===== src/rtl/spi_master_multi_if.sv =====
// Control-side bus of spi_master_multi: request, configuration and receive handshake.
interface spi_master_multi_if #(
    parameter int DATA_W = 20,
    parameter int NUM_SS = 4,
    parameter int DIV_W  = 8,
    parameter int GAP_W  = 6
);
    // One spare select bit so an out-of-range slave index can be presented and refused.
    localparam int SS_W = $clog2(NUM_SS) + 1;

    // Handshake: a cycle with we=1 is a request and is answered the next cycle by exactly
    // one of accept/reject; rd=1 is answered the next cycle by read_end, and done pulses
    // once per completed frame with rx_data/rx_valid already updated in that cycle.
    logic              we;
    logic [DATA_W-1:0] data_in;
    logic [SS_W-1:0]   ss_sel;
    logic [DIV_W-1:0]  clk_div;
    logic              cpol;
    logic              cpha;
    logic [GAP_W-1:0]  gap_cycles;
    logic              rd;
    logic              accept;
    logic              reject;
    logic              busy;
    logic              done;
    logic [DATA_W-1:0] rx_data;
    logic              rx_valid;
    logic              read_end;
    logic              overrun;

    modport master (
        output we, data_in, ss_sel, clk_div, cpol, cpha, gap_cycles, rd,
        input  accept, reject, busy, done, rx_data, rx_valid, read_end, overrun
    );

    modport slave (
        input  we, data_in, ss_sel, clk_div, cpol, cpha, gap_cycles, rd,
        output accept, reject, busy, done, rx_data, rx_valid, read_end, overrun
    );
endinterface


===== src/rtl/spi_master_multi.sv =====
// Multi-slave SPI master: one DATA_W-bit full-duplex frame per request, all four SPI modes.
// Define SPI_MASTER_MULTI_LOOPBACK_EN to feed the receive shifter from mosi instead of miso.
module spi_master_multi #(
    parameter int DATA_W = 20,
    parameter int NUM_SS = 4,
    parameter int DIV_W  = 8,
    parameter int GAP_W  = 6
) (
    input  logic                clk_i,
    input  logic                rst_ni,
    spi_master_multi_if.slave   bus,
    output logic                sclk_o,
    output logic                mosi_o,
    input  logic                miso_i,
    output logic [NUM_SS-1:0]   ss_n_o,
    output logic [2:0]          state_o
);
    localparam int SS_W  = $clog2(NUM_SS) + 1;
    localparam int EW    = $clog2(2 * DATA_W + 1);
    localparam logic [SS_W-1:0] SS_LIMIT  = SS_W'(NUM_SS);
    localparam logic [EW-1:0]   LAST_EDGE = EW'(2 * DATA_W);

    typedef enum logic [2:0] {S_IDLE, S_SETUP, S_SHIFT, S_HOLD, S_GAP} state_e;

    state_e              state_q, state_d;
    logic [DIV_W-1:0]    cnt_q, cnt_d, div_q, div_d;
    logic [EW-1:0]       edge_q, edge_d, edge_k;
    logic [GAP_W-1:0]    gcnt_q, gcnt_d, gap_q, gap_d;
    logic [DATA_W-1:0]   tx_q, tx_d, rx_sh_q, rx_sh_d, rx_data_q, rx_data_d;
    logic                cpol_q, cpol_d, cpha_q, cpha_d, sclk_q, sclk_d;
    logic [NUM_SS-1:0]   ss_n_q, ss_n_d;
    logic                accept_q, accept_d, reject_q, reject_d, done_q, done_d;
    logic                read_end_q, read_end_d, rx_valid_q, rx_valid_d, overrun_q, overrun_d;
    logic                rx_bit, lead;

`ifdef SPI_MASTER_MULTI_LOOPBACK_EN
    assign rx_bit = tx_q[DATA_W-1] | (miso_i & 1'b0);
`else
    assign rx_bit = miso_i;
`endif

    assign edge_k = edge_q + EW'(1);
    // Odd edges move sclk away from cpol (leading), even edges return it (trailing).
    assign lead   = edge_k[0];

    always_comb begin
        state_d    = state_q;
        cnt_d      = cnt_q;
        div_d      = div_q;
        edge_d     = edge_q;
        gcnt_d     = gcnt_q;
        gap_d      = gap_q;
        tx_d       = tx_q;
        rx_sh_d    = rx_sh_q;
        rx_data_d  = rx_data_q;
        cpol_d     = cpol_q;
        cpha_d     = cpha_q;
        sclk_d     = sclk_q;
        ss_n_d     = ss_n_q;
        accept_d   = 1'b0;
        reject_d   = bus.we && (state_q != S_IDLE);
        done_d     = 1'b0;
        read_end_d = bus.rd;
        rx_valid_d = bus.rd ? 1'b0 : rx_valid_q;
        overrun_d  = overrun_q;

        case (state_q)
            S_IDLE: begin
                if (bus.we) begin
                    if (bus.ss_sel < SS_LIMIT) begin
                        accept_d = 1'b1;
                        tx_d     = bus.data_in;
                        div_d    = bus.clk_div;
                        cpol_d   = bus.cpol;
                        cpha_d   = bus.cpha;
                        gap_d    = bus.gap_cycles;
                        sclk_d   = bus.cpol;
                        cnt_d    = '0;
                        edge_d   = '0;
                        for (int i = 0; i < NUM_SS; i++) begin
                            ss_n_d[i] = (bus.ss_sel != SS_W'(i));
                        end
                        state_d  = S_SETUP;
                    end else begin
                        reject_d = 1'b1;
                    end
                end
            end
            S_SETUP, S_SHIFT: begin
                if (cnt_q == div_q) begin
                    cnt_d  = '0;
                    edge_d = edge_k;
                    sclk_d = ~sclk_q;
                    if (lead != cpha_q) begin
                        rx_sh_d = {rx_sh_q[DATA_W-2:0], rx_bit};
                    // cpha=1 keeps the MSB on the first leading edge; cpha=0 keeps mosi after the last edge.
                    end else if (lead ? (edge_q != '0) : (edge_k != LAST_EDGE)) begin
                        tx_d = {tx_q[DATA_W-2:0], 1'b0};
                    end
                    state_d = (edge_k == LAST_EDGE) ? S_HOLD : S_SHIFT;
                end else begin
                    cnt_d = cnt_q + DIV_W'(1);
                end
            end
            S_HOLD: begin
                if (cnt_q == div_q) begin
                    ss_n_d     = '1;
                    rx_data_d  = rx_sh_q;
                    done_d     = 1'b1;
                    rx_valid_d = 1'b1;
                    if (rx_valid_q && !bus.rd) overrun_d = 1'b1;
                    gcnt_d     = '0;
                    state_d    = (gap_q == '0) ? S_IDLE : S_GAP;
                end else begin
                    cnt_d = cnt_q + DIV_W'(1);
                end
            end
            S_GAP: begin
                if (gcnt_q == gap_q - GAP_W'(1)) state_d = S_IDLE;
                else gcnt_d = gcnt_q + GAP_W'(1);
            end
            default: state_d = S_IDLE;
        endcase
    end

    always_ff @(posedge clk_i or negedge rst_ni) begin
        if (!rst_ni) begin
            state_q    <= S_IDLE;
            cnt_q      <= '0;
            div_q      <= '0;
            edge_q     <= '0;
            gcnt_q     <= '0;
            gap_q      <= '0;
            tx_q       <= '0;
            rx_sh_q    <= '0;
            rx_data_q  <= '0;
            cpol_q     <= 1'b0;
            cpha_q     <= 1'b0;
            sclk_q     <= 1'b0;
            ss_n_q     <= '1;
            accept_q   <= 1'b0;
            reject_q   <= 1'b0;
            done_q     <= 1'b0;
            read_end_q <= 1'b0;
            rx_valid_q <= 1'b0;
            overrun_q  <= 1'b0;
        end else begin
            state_q    <= state_d;
            cnt_q      <= cnt_d;
            div_q      <= div_d;
            edge_q     <= edge_d;
            gcnt_q     <= gcnt_d;
            gap_q      <= gap_d;
            tx_q       <= tx_d;
            rx_sh_q    <= rx_sh_d;
            rx_data_q  <= rx_data_d;
            cpol_q     <= cpol_d;
            cpha_q     <= cpha_d;
            sclk_q     <= sclk_d;
            ss_n_q     <= ss_n_d;
            accept_q   <= accept_d;
            reject_q   <= reject_d;
            done_q     <= done_d;
            read_end_q <= read_end_d;
            rx_valid_q <= rx_valid_d;
            overrun_q  <= overrun_d;
        end
    end

    assign bus.accept   = accept_q;
    assign bus.reject   = reject_q;
    assign bus.busy     = (state_q != S_IDLE);
    assign bus.done     = done_q;
    assign bus.rx_data  = rx_data_q;
    assign bus.rx_valid = rx_valid_q;
    assign bus.read_end = read_end_q;
    assign bus.overrun  = overrun_q;
    assign sclk_o       = sclk_q;
    assign mosi_o       = tx_q[DATA_W-1];
    assign ss_n_o       = ss_n_q;
    assign state_o      = state_q;
endmodule


===== src/flat_wrapper.sv =====
// flat-port wrapper written by rule: the top's interface ports become plain ports
module spi_master_multi_flat 
#(
    parameter int DATA_W = 20,
    parameter int NUM_SS = 4,
    parameter int DIV_W  = 8,
    parameter int GAP_W  = 6
)
  (clk_i, rst_ni, sclk_o, mosi_o, miso_i, ss_n_o, state_o, bus_we, bus_data_in, bus_ss_sel, bus_clk_div, bus_cpol, bus_cpha, bus_gap_cycles, bus_rd, bus_accept, bus_reject, bus_busy, bus_done, bus_rx_data, bus_rx_valid, bus_read_end, bus_overrun);
  spi_master_multi_if #(.DATA_W(DATA_W), .NUM_SS(NUM_SS), .DIV_W(DIV_W), .GAP_W(GAP_W)) bus_i ();
  input  logic clk_i;
  input  logic rst_ni;
  output logic sclk_o;
  output logic mosi_o;
  input  logic miso_i;
  output logic [NUM_SS-1:0] ss_n_o;
  output logic [2:0] state_o;
  input wire logic [$bits(bus_i.we)-1:0] bus_we;
  input wire logic [$bits(bus_i.data_in)-1:0] bus_data_in;
  input wire logic [$bits(bus_i.ss_sel)-1:0] bus_ss_sel;
  input wire logic [$bits(bus_i.clk_div)-1:0] bus_clk_div;
  input wire logic [$bits(bus_i.cpol)-1:0] bus_cpol;
  input wire logic [$bits(bus_i.cpha)-1:0] bus_cpha;
  input wire logic [$bits(bus_i.gap_cycles)-1:0] bus_gap_cycles;
  input wire logic [$bits(bus_i.rd)-1:0] bus_rd;
  output wire logic [$bits(bus_i.accept)-1:0] bus_accept;
  output wire logic [$bits(bus_i.reject)-1:0] bus_reject;
  output wire logic [$bits(bus_i.busy)-1:0] bus_busy;
  output wire logic [$bits(bus_i.done)-1:0] bus_done;
  output wire logic [$bits(bus_i.rx_data)-1:0] bus_rx_data;
  output wire logic [$bits(bus_i.rx_valid)-1:0] bus_rx_valid;
  output wire logic [$bits(bus_i.read_end)-1:0] bus_read_end;
  output wire logic [$bits(bus_i.overrun)-1:0] bus_overrun;
  assign bus_i.we = bus_we;
  assign bus_i.data_in = bus_data_in;
  assign bus_i.ss_sel = bus_ss_sel;
  assign bus_i.clk_div = bus_clk_div;
  assign bus_i.cpol = bus_cpol;
  assign bus_i.cpha = bus_cpha;
  assign bus_i.gap_cycles = bus_gap_cycles;
  assign bus_i.rd = bus_rd;
  assign bus_accept = bus_i.accept;
  assign bus_reject = bus_i.reject;
  assign bus_busy = bus_i.busy;
  assign bus_done = bus_i.done;
  assign bus_rx_data = bus_i.rx_data;
  assign bus_rx_valid = bus_i.rx_valid;
  assign bus_read_end = bus_i.read_end;
  assign bus_overrun = bus_i.overrun;
  spi_master_multi #(.DATA_W(DATA_W), .NUM_SS(NUM_SS), .DIV_W(DIV_W), .GAP_W(GAP_W)) u_core (.clk_i(clk_i), .rst_ni(rst_ni), .bus(bus_i), .sclk_o(sclk_o), .mosi_o(mosi_o), .miso_i(miso_i), .ss_n_o(ss_n_o), .state_o(state_o));
endmodule

===== config.mk =====
export PLATFORM = sky130hd
export DESIGN_NAME = spi_master_multi_flat
export DESIGN_NICKNAME = d
export VERILOG_FILES = /design/src/rtl/spi_master_multi_if.sv /design/src/rtl/spi_master_multi.sv /design/src/flat_wrapper.sv
export SDC_FILE = /design/constraint.sdc
export NUM_CORES = 1
export LEC_CHECK = 0
export ABC_AREA = 1
export CORE_MARGIN = 10
export CORE_UTILIZATION = 56
export CTS_BUF_LIST = sky130_fd_sc_hd__clkbuf_8
export DETAILED_ROUTE_END_ITERATION = 6
export PLACE_DENSITY = 0.9
export SETUP_SLACK_MARGIN = 0.5
export SYNTH_ARGS = -nofsm -noshare
export SYNTH_HDL_FRONTEND = slang
export SYNTH_SLANG_ARGS = --single-unit

===== constraint.sdc =====
create_clock -name clk_i -period 2.55 [get_ports clk_i]
set_clock_uncertainty 0.15 [all_clocks]
set_input_delay 0.51 -clock clk_i [delete_from_list [all_inputs] [get_ports clk_i]]
set_output_delay 0.51 -clock clk_i [all_outputs]
set_load 0.005 [all_outputs]

-- Yosys cells after proc, flatten, opt, wreduce, memory -nomap -nowiden
Index checks and enable logic that the tools add are counted.
- register bits after elaboration: 109
- memory bits (read-only): 0
- memories: 0
- bits in latches: 0
- bits in writable memories: 0
- bits of input ports: 44
- output and inout bits: 36
- muxes and demuxes: 46
- divide/modulo/power cells: 0
- magnitude comparators: 1
- add/sub/neg operators: 4
- multipliers: 0
- bitwise logic cells: 1
- equality and inequality tests: 21
- shifts and indexed selects: 0
- reductions and logical operators: 23
- operators with widths (operator ; count):
    $mux 20 ; 5
    $pmux 20 s2 ; 1
    $mux 8 ; 4
    $mux 6 ; 5
    $pmux 6 s2 ; 2
    $pmux 8 s3 ; 1
    $mux 3 ; 6
    $mux 1 ; 16
    $add 6x1->6 const B ; 2
    $mux 4 ; 3
    $pmux 3 s4 ; 1
    $reduce_and 3->1 ; 4
    $reduce_and 4->1 ; 3
    $ne 2x1->1 const B ; 5
    $reduce_bool 3->1 ; 3
    $add 8x1->8 const B ; 1
    $eq 8x8->1 ; 1
    $ne 2x2->1 const B ; 4
    $pmux 4 s2 ; 1
    $eq 3x2->1 const B ; 2
    $eq 6x6->1 ; 1
    $eq 6x6->1 const B ; 1
    $logic_not 6->1 ; 1
    $ne 3x2->1 const B ; 2
    other kinds (18) ; 21

-- Longest topological paths before layout
Gate-level depths: netlist of the first run.
- depth in word-level cells: 7
- gate-level depth with buffers: 13
- depth with buffers taken out: 13

-- Worst setup path before layout of the first run
No wires, ideal clock.
- path kind: register to register
- from: register u_core.gap_q[0]
- to: register u_core.gcnt_q[2]
- buffers on the path: 0
- data arrival time: 1568 ps
- path slack: 706 ps
- cell stages (with the launch flop): 12
- setup time: 126 ps
- path through: dfrtp_1 -> inv_1 -> ha_1 -> or2_2 -> nand3_1 -> nand3_1 -> nor2_1 -> nand2_1 -> nand2_1 -> nand2_4 -> nand2_1 -> o21ai_0
- word-level cells in the longest chain between the ends: 4
- ends and longest elaborated chain (item ; line ; RTL):
    start: declaration ; spi_master_multi.sv:28 ; logic [GAP_W-1:0] gcnt_q, gcnt_d, gap_q, gap_d;
    start signal: assignment ; spi_master_multi.sv:153 ; gap_q <= gap_d;
    $sub 6x1->6 ; spi_master_multi.sv:119 ; if (gcnt_q == gap_q - GAP_W'(1)) state_d = S_IDLE;
    $eq 6x6->1 ; spi_master_multi.sv:119 ;
    $ne 2x2->1 (no line) ; -- ;
    $reduce_and 3->1 (no line) ; -- ;
    end signal: assignment ; spi_master_multi.sv:152 ; gcnt_q <= gcnt_d;
    end: declaration ; spi_master_multi.sv:28 ;
No other way between the ends.
A chain may end at the register's enable or synchronous reset.

-- Worst setup path after layout of the first run
- from: register u_core.edge_q[1]
- to: register u_core.tx_q[0]
- word-level cells in the longest chain between the ends: 5
- elaborated cells between the ends (all ways): 6
- classes of those cells: add/sub (1); eq/ne (2); mux (1); reduce/logical (2)
- ends and longest elaborated chain (item ; line ; RTL):
    start: declaration ; spi_master_multi.sv:27 ; logic [EW-1:0] edge_q, edge_d, edge_k;
    start signal: assignment ; spi_master_multi.sv:151 ; edge_q <= edge_d;
    $add 6x1->6 ; spi_master_multi.sv:42 ; assign edge_k = edge_q + EW'(1);
    $ne 6x6->1 ; spi_master_multi.sv:97 ; end else if (lead ? (edge_q != '0) : (edge_k != LAST_EDGE)) begin
    $mux 1 * ; spi_master_multi.sv:97 ;
    $ne 2x1->1 (no line) * ; -- ;
    $reduce_and 6->1 (no line) * ; -- ;
    end signal: assignment ; spi_master_multi.sv:154 ; tx_q <= tx_d;
    end: declaration ; spi_master_multi.sv:29 ; logic [DATA_W-1:0] tx_q, tx_d, rx_sh_q, rx_sh_d, rx_data_q, rx_data_d;
Mark *: on every way between the ends. The rest lies on a longest branch, timed or not.

==> results of run 1 <==
[layout make-up]
| cell class | instances | area, µm² | area share (%) |
|---|---|---|---|
| flip-flops and latches | 109 | 2740 | 39.0 |
| clock inverters | 7 | 66.3 | 0.944 |
| well taps | 129 | 161 | 2.30 |
| inverters | 80 | 325 | 4.63 |
| repair inverters | 2 | 15.0 | 0.214 |
| clock buffers | 9 | 124 | 1.76 |
| multi-input cells | 472 | 2380 | 33.9 |
| repair buffers | 124 | 1210 | 17.2 |
[timing repair]
item,4_1_cts,5_1_grt
hold endpoints to repair,38,0
buffers inserted,7,23
resized for setup,27,53
hold buffers,1,0
gates cloned,2,3
setup endpoints to repair,48,68
pin swaps,7,14
[power breakdown]
group | internal [µW] | switching [µW] | leakage [µW]
Sequential | 2170 | 346 | 0.00143
Clock | 382 | 648 | 0.000101
Combinational | 1350 | 2120 | 0.00186
[sequential cells by signal (all words and copies together) (netlist names)]
| name | flops |
|---|---|
| u_core.bus.accept | 1 |
| u_core.bus.done | 1 |
| u_core.bus.overrun | 1 |
| u_core.bus.read_end | 1 |
| u_core.bus.reject | 1 |
| u_core.bus.rx_data | 20 |
| u_core.bus.rx_valid | 1 |
| u_core.cnt_q | 8 |
| u_core.cpha_q | 1 |
| u_core.div_q | 8 |
| u_core.edge_q | 6 |
| u_core.gap_q | 6 |
| u_core.gcnt_q | 6 |
| u_core.rx_sh_q | 20 |
| u_core.sclk_o | 1 |
| u_core.ss_n_o | 4 |
| u_core.state_o | 3 |
| u_core.tx_q | 20 |
[critical path, cell delays in order, from the launching register on]
cell	delay [ns]
dfrtp_1	0.44
buf_4	0.17
nand3_1	0.10
nand2_1	0.16
nand2_2	0.11
nor2_4	0.12
nand3_2	0.11
nor3_4	0.29
buf_6	0.16
nor2_4	0.07
nand2_1	0.09
nand2_1	0.09
[layer usage]
metal  routed length (µm)  up-vias  share of wire, %
met5                    0        -                 0
met4                  634        0               4.1
met3                 1360       76               8.7
met2                 7730      319                49
met1                 5890     2418                38
li1                     -     2384                 -
[synthesized netlist by cell type, drive strengths merged]
cell,number,area [µm²]
a21boi,1,7.51
a21oi,6,33.8
buf,17,133
clkbuf,9,36.3
clkinv,1,3.75
dfrtp,105,2630
dfstp,4,105
ha,7,87.6
inv,79,299
nand2,270,1040
nand3,27,140
nand4,8,50.1
nor2,34,175
nor3,3,26.3
nor4,4,25.0
o2111ai,5,43.8
o21ai,91,459
o21bai,1,7.51
or2,1,6.26
xnor2,5,51.3
xor2,8,70.1
[metrics by stage]
step | power [µW] | hold WS (ns) | cells
after global routing | 7450 | 0.375 | 932
after floorplan | 4410 | 0.0644 | 686
after detailed placement | 5100 | 0.317 | 880
final | 7020 | 0.342 | 932
after global placement | 4920 | 0.313 | 880
after CTS | 6290 | 0.344 | 906
[worst paths after layout]
path	startpoint	endpoint	slack, ns
hold / removal	u_core.rx_sh_q[19]	u_core.bus.rx_data[19]	0.34
setup reg to reg	u_core.edge_q[1]	u_core.tx_q[0]	0.37
setup / recovery	u_core.edge_q[1]	u_core.tx_q[0]	0.37
max in group asynchronous	rst_ni	u_core.bus.done	1.05
hold reg to reg	u_core.rx_sh_q[19]	u_core.bus.rx_data[19]	0.34
min in group asynchronous	rst_ni	u_core.rx_sh_q[14]	0.47
[cell families after synthesis]
group / synth area share (%)
DFF: 50.3
AOI/OAI and AO/OA: 10.2
adders and majority gates: 1.61
buffers and inverters: 8.68
xor gates and xnor gates: 2.23
and+or+nand+nor: 27.0
==> flow_metrics.py, run 1 <==
metrics = {
    "flow_run": {
        "cap_violations": 0,
    },
    "floorplanning": {
        "die_w_um": 118,
        "core-area_mm2": 0.00933,
        "fp.dieH_um": 118,
        "ios": 80,
        "start_util_pct": 58.2,
        "row_count": 35,
        "dieArea_mm2": 0.0140,
    },
    "global_route": {
        "grt_pass1_vias": 4808,
        "grt.busiest_layer": "met2",
        "grt_max_degree": 42,
        "grt_pass1_wl_um": 22900,
        "grtUsageMet3_pct": 5.76,
        "grtUsageTotal_pct": 19.3,
        "grt_overflow": 0,
        "use_met2_pct": 32.5,
        "grt_use_met1_pct": 22.8,
        "antenna_found_initial": 0,
    },
    "worst_setup_path": {
        "critPathMaxFanout": 10,
        "end_kind": "flop",
        "worst_setup_path_start_kind": "flop",
        "critPathKind": "reg -> reg",
        "cp_data_required_time_ns": 2.65,
        "r2r_cells": 11,
        "cp.arrival_ns": 2.28,
    },
    "sta": {
        "period_needed_ns": 2.18,
        "fmax_mhz": 459,
        "tightest_slew_ns": 0.520,
        "layout_setup_ws_ns": 0.371,
        "fin_crit_sh_pct": 85.4,
        "hold_violations": 0,
        "setup_tns_ns": 0,
        "report.final.slew_viol_count": 0,
        "slew_headroom_pct": 65.3,
        "grt_setup_unrepaired": "true",
        "finalSetupViolations": 0,
    },
    "synthesis": {
        "yosysSeqAreaShare_pct": 50.3,
        "ys_warn_count": 0,
        "synth_cell_type_count": 37,
        "avgSynthCellArea_um2": 7.92,
        "syn_inst": 686,
        "syn-num-nets": 737,
        "ys_ff_latch": 109,
        "synth_area_mm2": 0.00543,
    },
    "hold_path": {
        "hold_path_depth": 2,
        "worstHoldPathType": "reg -> reg",
    },
    "pwr": {
        "powerDensity_mw_per_mm2": 999,
        "ir_worst_vdd_mv": 0.482,
        "p_leak_uw": 0.00339,
    },
    "cts": {
        "clk_pin_slew_ns": 0.11,
        "cts_tree": "yes",
        "clkLatencyLatePin_ns": 0.39,
        "cts-root-buf": "clkbuf_8",
        "clock_path_buffers": 2,
        "htreeDepth": 3,
        "cts_buffers": 9,
        "numClockSinks": 109,
    },
    "placed_design": {
        "dp_slack_ns": 0.165,
        "dpl_cell_area_mm2": 0.00631,
        "gp_congestion": 0.890,
        "io_buffers": 79,
        "dp_hpwl_um": 9070,
    },
    "routing": {
        "routedWlPerCell_um": 16.8,
        "drc": 0,
        "dr.pass1.iters": 6,
        "drt_iter0_markers": 449,
        "totalWireLength_um": 15600,
        "via_count": 5197,
        "routed_via_density": 5.58,
        "ant_nets": 0,
    },
    "finish": {
        "fin_util_pct": 75.3,
        "final_cell_mix": "nand2_1, dfrtp_1, clkdlybuf4s50_1, inv_1, o21ai_1",
        "final_common_cell": "nand2_1",
        "n_antenna_cell": 0,
        "fillers": 602,
        "drive_gt1_share_pct": 16.1,
        "finalNetCount": 849,
        "areaGrowthSynthToFinish_pct": 29.3,
        "stdcell_area_mm2": 0.00702,
    },
    "run_status": {
        "status": "finished, final reports clean",
    },
}
Power figures use the tool's default switching activity.
==> run 2: changes to the inputs <==
- CORE_MARGIN: 10 -> 3
- CORE_UTILIZATION: 56 -> 61
- PLACE_DENSITY: 0.9 -> 0.95
- clock period: 2.55 -> 2.6 ns (I/O delays scaled with it)
==> flow_metrics.py, run 2 (same netlist as run 1, synthesis figures left out) <==
metrics = {
    "cts": {
        "cts_buffers": 9,
        "htreeDepth": 3,
        "clk_pin_slew_ns": 0.11,
        "clkLatencyLatePin_ns": 0.38,
        "cts_tree": "yes",
        "numClockSinks": 109,
        "ctsHoldBuffers": 0,
        "cts-root-buf": "clkbuf_8",
        "clock_path_buffers": 2,
    },
    "worst_setup_path": {
        "crit_top_cell": "buf_6",
        "critical_path.slowest_cell": "dfrtp_2",
        "slowest_delay_ns": 0.46,
        "cp-startpoint": "u_core.edge_q[0]",
        "path_delay_family": "simple AND/OR/NAND/NOR gates",
        "critPathKind": "reg -> reg",
        "path_cells": "buf_4 > ha_1 > nand3_1 > nor2_2 > nand3_2 > nor3_4 > buf_6 > buf_6 > o21ai_0 > nand2_1",
        "cp_data_required_time_ns": 2.77,
        "reg2reg_slack_ns": 0.46,
        "worst_setup_path_start_kind": "flop",
        "cp_num_buf_inv": 3,
        "cp_num_cells": 10,
        "cp.arrival_ns": 2.31,
        "critPathMaxFanout": 10,
        "endpoint": "u_core.tx_q[13]",
        "r2r_cells": 10,
        "regToRegEndpoint": "u_core.tx_q[13]",
        "end_kind": "flop",
        "r2r_start": "u_core.edge_q[0]",
    },
    "sta": {
        "grt_setup_unrepaired": "true",
        "tightest_slew_ns": 0.677,
        "period_needed_ns": 2.14,
        "finalSetupViolations": 0,
        "setup_tns_ns": 0,
        "slew_headroom_pct": 54.9,
        "fin_crit_sh_pct": 82.4,
        "report.final.slew_viol_count": 0,
        "hold_violations": 0,
        "fmax_mhz": 467,
    },
    "global_route": {
        "grtUsageTotal_pct": 26.3,
        "grt_max_degree": 52,
        "antenna_found_initial": 0,
        "grt_pass1_vias": 4709,
        "grt_pass1_wl_um": 21500,
        "grt_overflow": 0,
    },
    "floorplanning": {
        "die_w_um": 100,
        "dieArea_mm2": 0.0101,
        "ios": 80,
        "core-area_mm2": 0.00842,
        "start_util_pct": 64.5,
        "row_count": 33,
        "fp.dieH_um": 100,
    },
    "routing": {
        "ant_nets": 0,
        "routedWlPerCell_um": 17.1,
        "drc": 0,
        "via_count": 5261,
        "routed_via_density": 5.85,
        "totalWireLength_um": 15300,
        "drt_iter0_markers": 567,
        "dr.pass1.iters": 6,
    },
    "finish": {
        "finalNetCount": 840,
        "areaGrowthSynthToFinish_pct": 27.2,
        "fillers": 480,
        "final_common_cell": "nand2_1",
        "final_cell_mix": "nand2_1, dfrtp_1, clkdlybuf4s50_1, inv_1, o21ai_1",
        "stdcell_area_mm2": 0.00691,
        "n_antenna_cell": 0,
        "fin_cells": 899,
        "drive_gt1_share_pct": 13.6,
    },
    "placed_design": {
        "gp_congestion": 0.890,
        "dp_cells": 856,
        "io_buffers": 79,
        "dpl_cell_area_mm2": 0.00630,
        "dp_hpwl_um": 8790,
    },
    "pwr": {
        "powerDensity_mw_per_mm2": 1010,
        "ir_worst_vdd_mv": 0.491,
        "finalPower_uw": 6980,
        "p_leak_uw": 0.00337,
    },
    "run_status": {
        "status": "finished, final reports clean",
    },
    "flow_run": {
        "cap_violations": 0,
    },
    "hold_path": {
        "worstHoldPathType": "in -> async",
    },
}
==> run 2: worst register-to-register path: cells and delay by family, from the launching register on <==
family / cells / cell delay [ns]
and+or+nand+nor: 5 / 0.73
AOI/OAI and AO/OA: 1 / 0.10
buffers and inverters: 3 / 0.48
adders and majority gates: 1 / 0.16
DFF: 1 / 0.46
==> run 2: timing repair <==
item	4_1_cts	5_1_grt
resized for setup	13	50
cloned	0	5
hold endpoints to repair	0	0
endpoints found under the setup margin	26	67
buffers inserted	4	18
pin swaps	2	9
==> run 2: worst min-delay path by stage <==
stage          depth (start not counted)                     end  slack (ns)
2_1_floorplan                          0       u_core.bus.accept        0.07
3_3_place_gp                           2  u_core.bus.rx_data[19]        0.31
3_5_place_dp                           2  u_core.bus.rx_data[19]        0.32
4_1_cts                                1   u_core.bus.rx_data[4]        0.03
5_1_grt                                1   u_core.bus.rx_data[5]        0.06
6_report                               1   u_core.bus.rx_data[4]        0.02
==> run 2: per-stage QoR <==
| stage | setup WS [ns] | hold WS, ns | utilization [%] |
|---|---|---|---|
| after detailed placement | 0.218 | 0.318 | 74.8 |
| final | 0.458 | 0.0210 | 82.0 |
| after CTS | 0.497 | 0.0328 | 77.5 |
| after floorplan | 0.756 | 0.0744 | - |
| after global placement | 0.316 | 0.308 | 74.8 |
| after global routing | 0.379 | 0.0590 | 82.0 |
==> run 2: final cells by class <==
class	count	area [µm²]	share of cell area, %
well taps	105	131	1.90
multi-input cells	473	2350	34.1
flip-flops and latches	109	2740	39.7
repair buffers	116	1190	17.3
clock buffers	10	138	1.99
clock inverters	6	38.8	0.561
inverters	80	310	4.49
==> run 2: power breakdown <==
part	switching (µW)	internal [µW]
Combinational	2120	1400
Sequential	357	2130
Clock	592	375
==> run 2: per-layer routing <==
metal,GRT usage [%],wire length (µm)
met1,33.5,5590
met4,9.33,809
met3,4.79,1510
met5,0,0
met2,45.3,7440
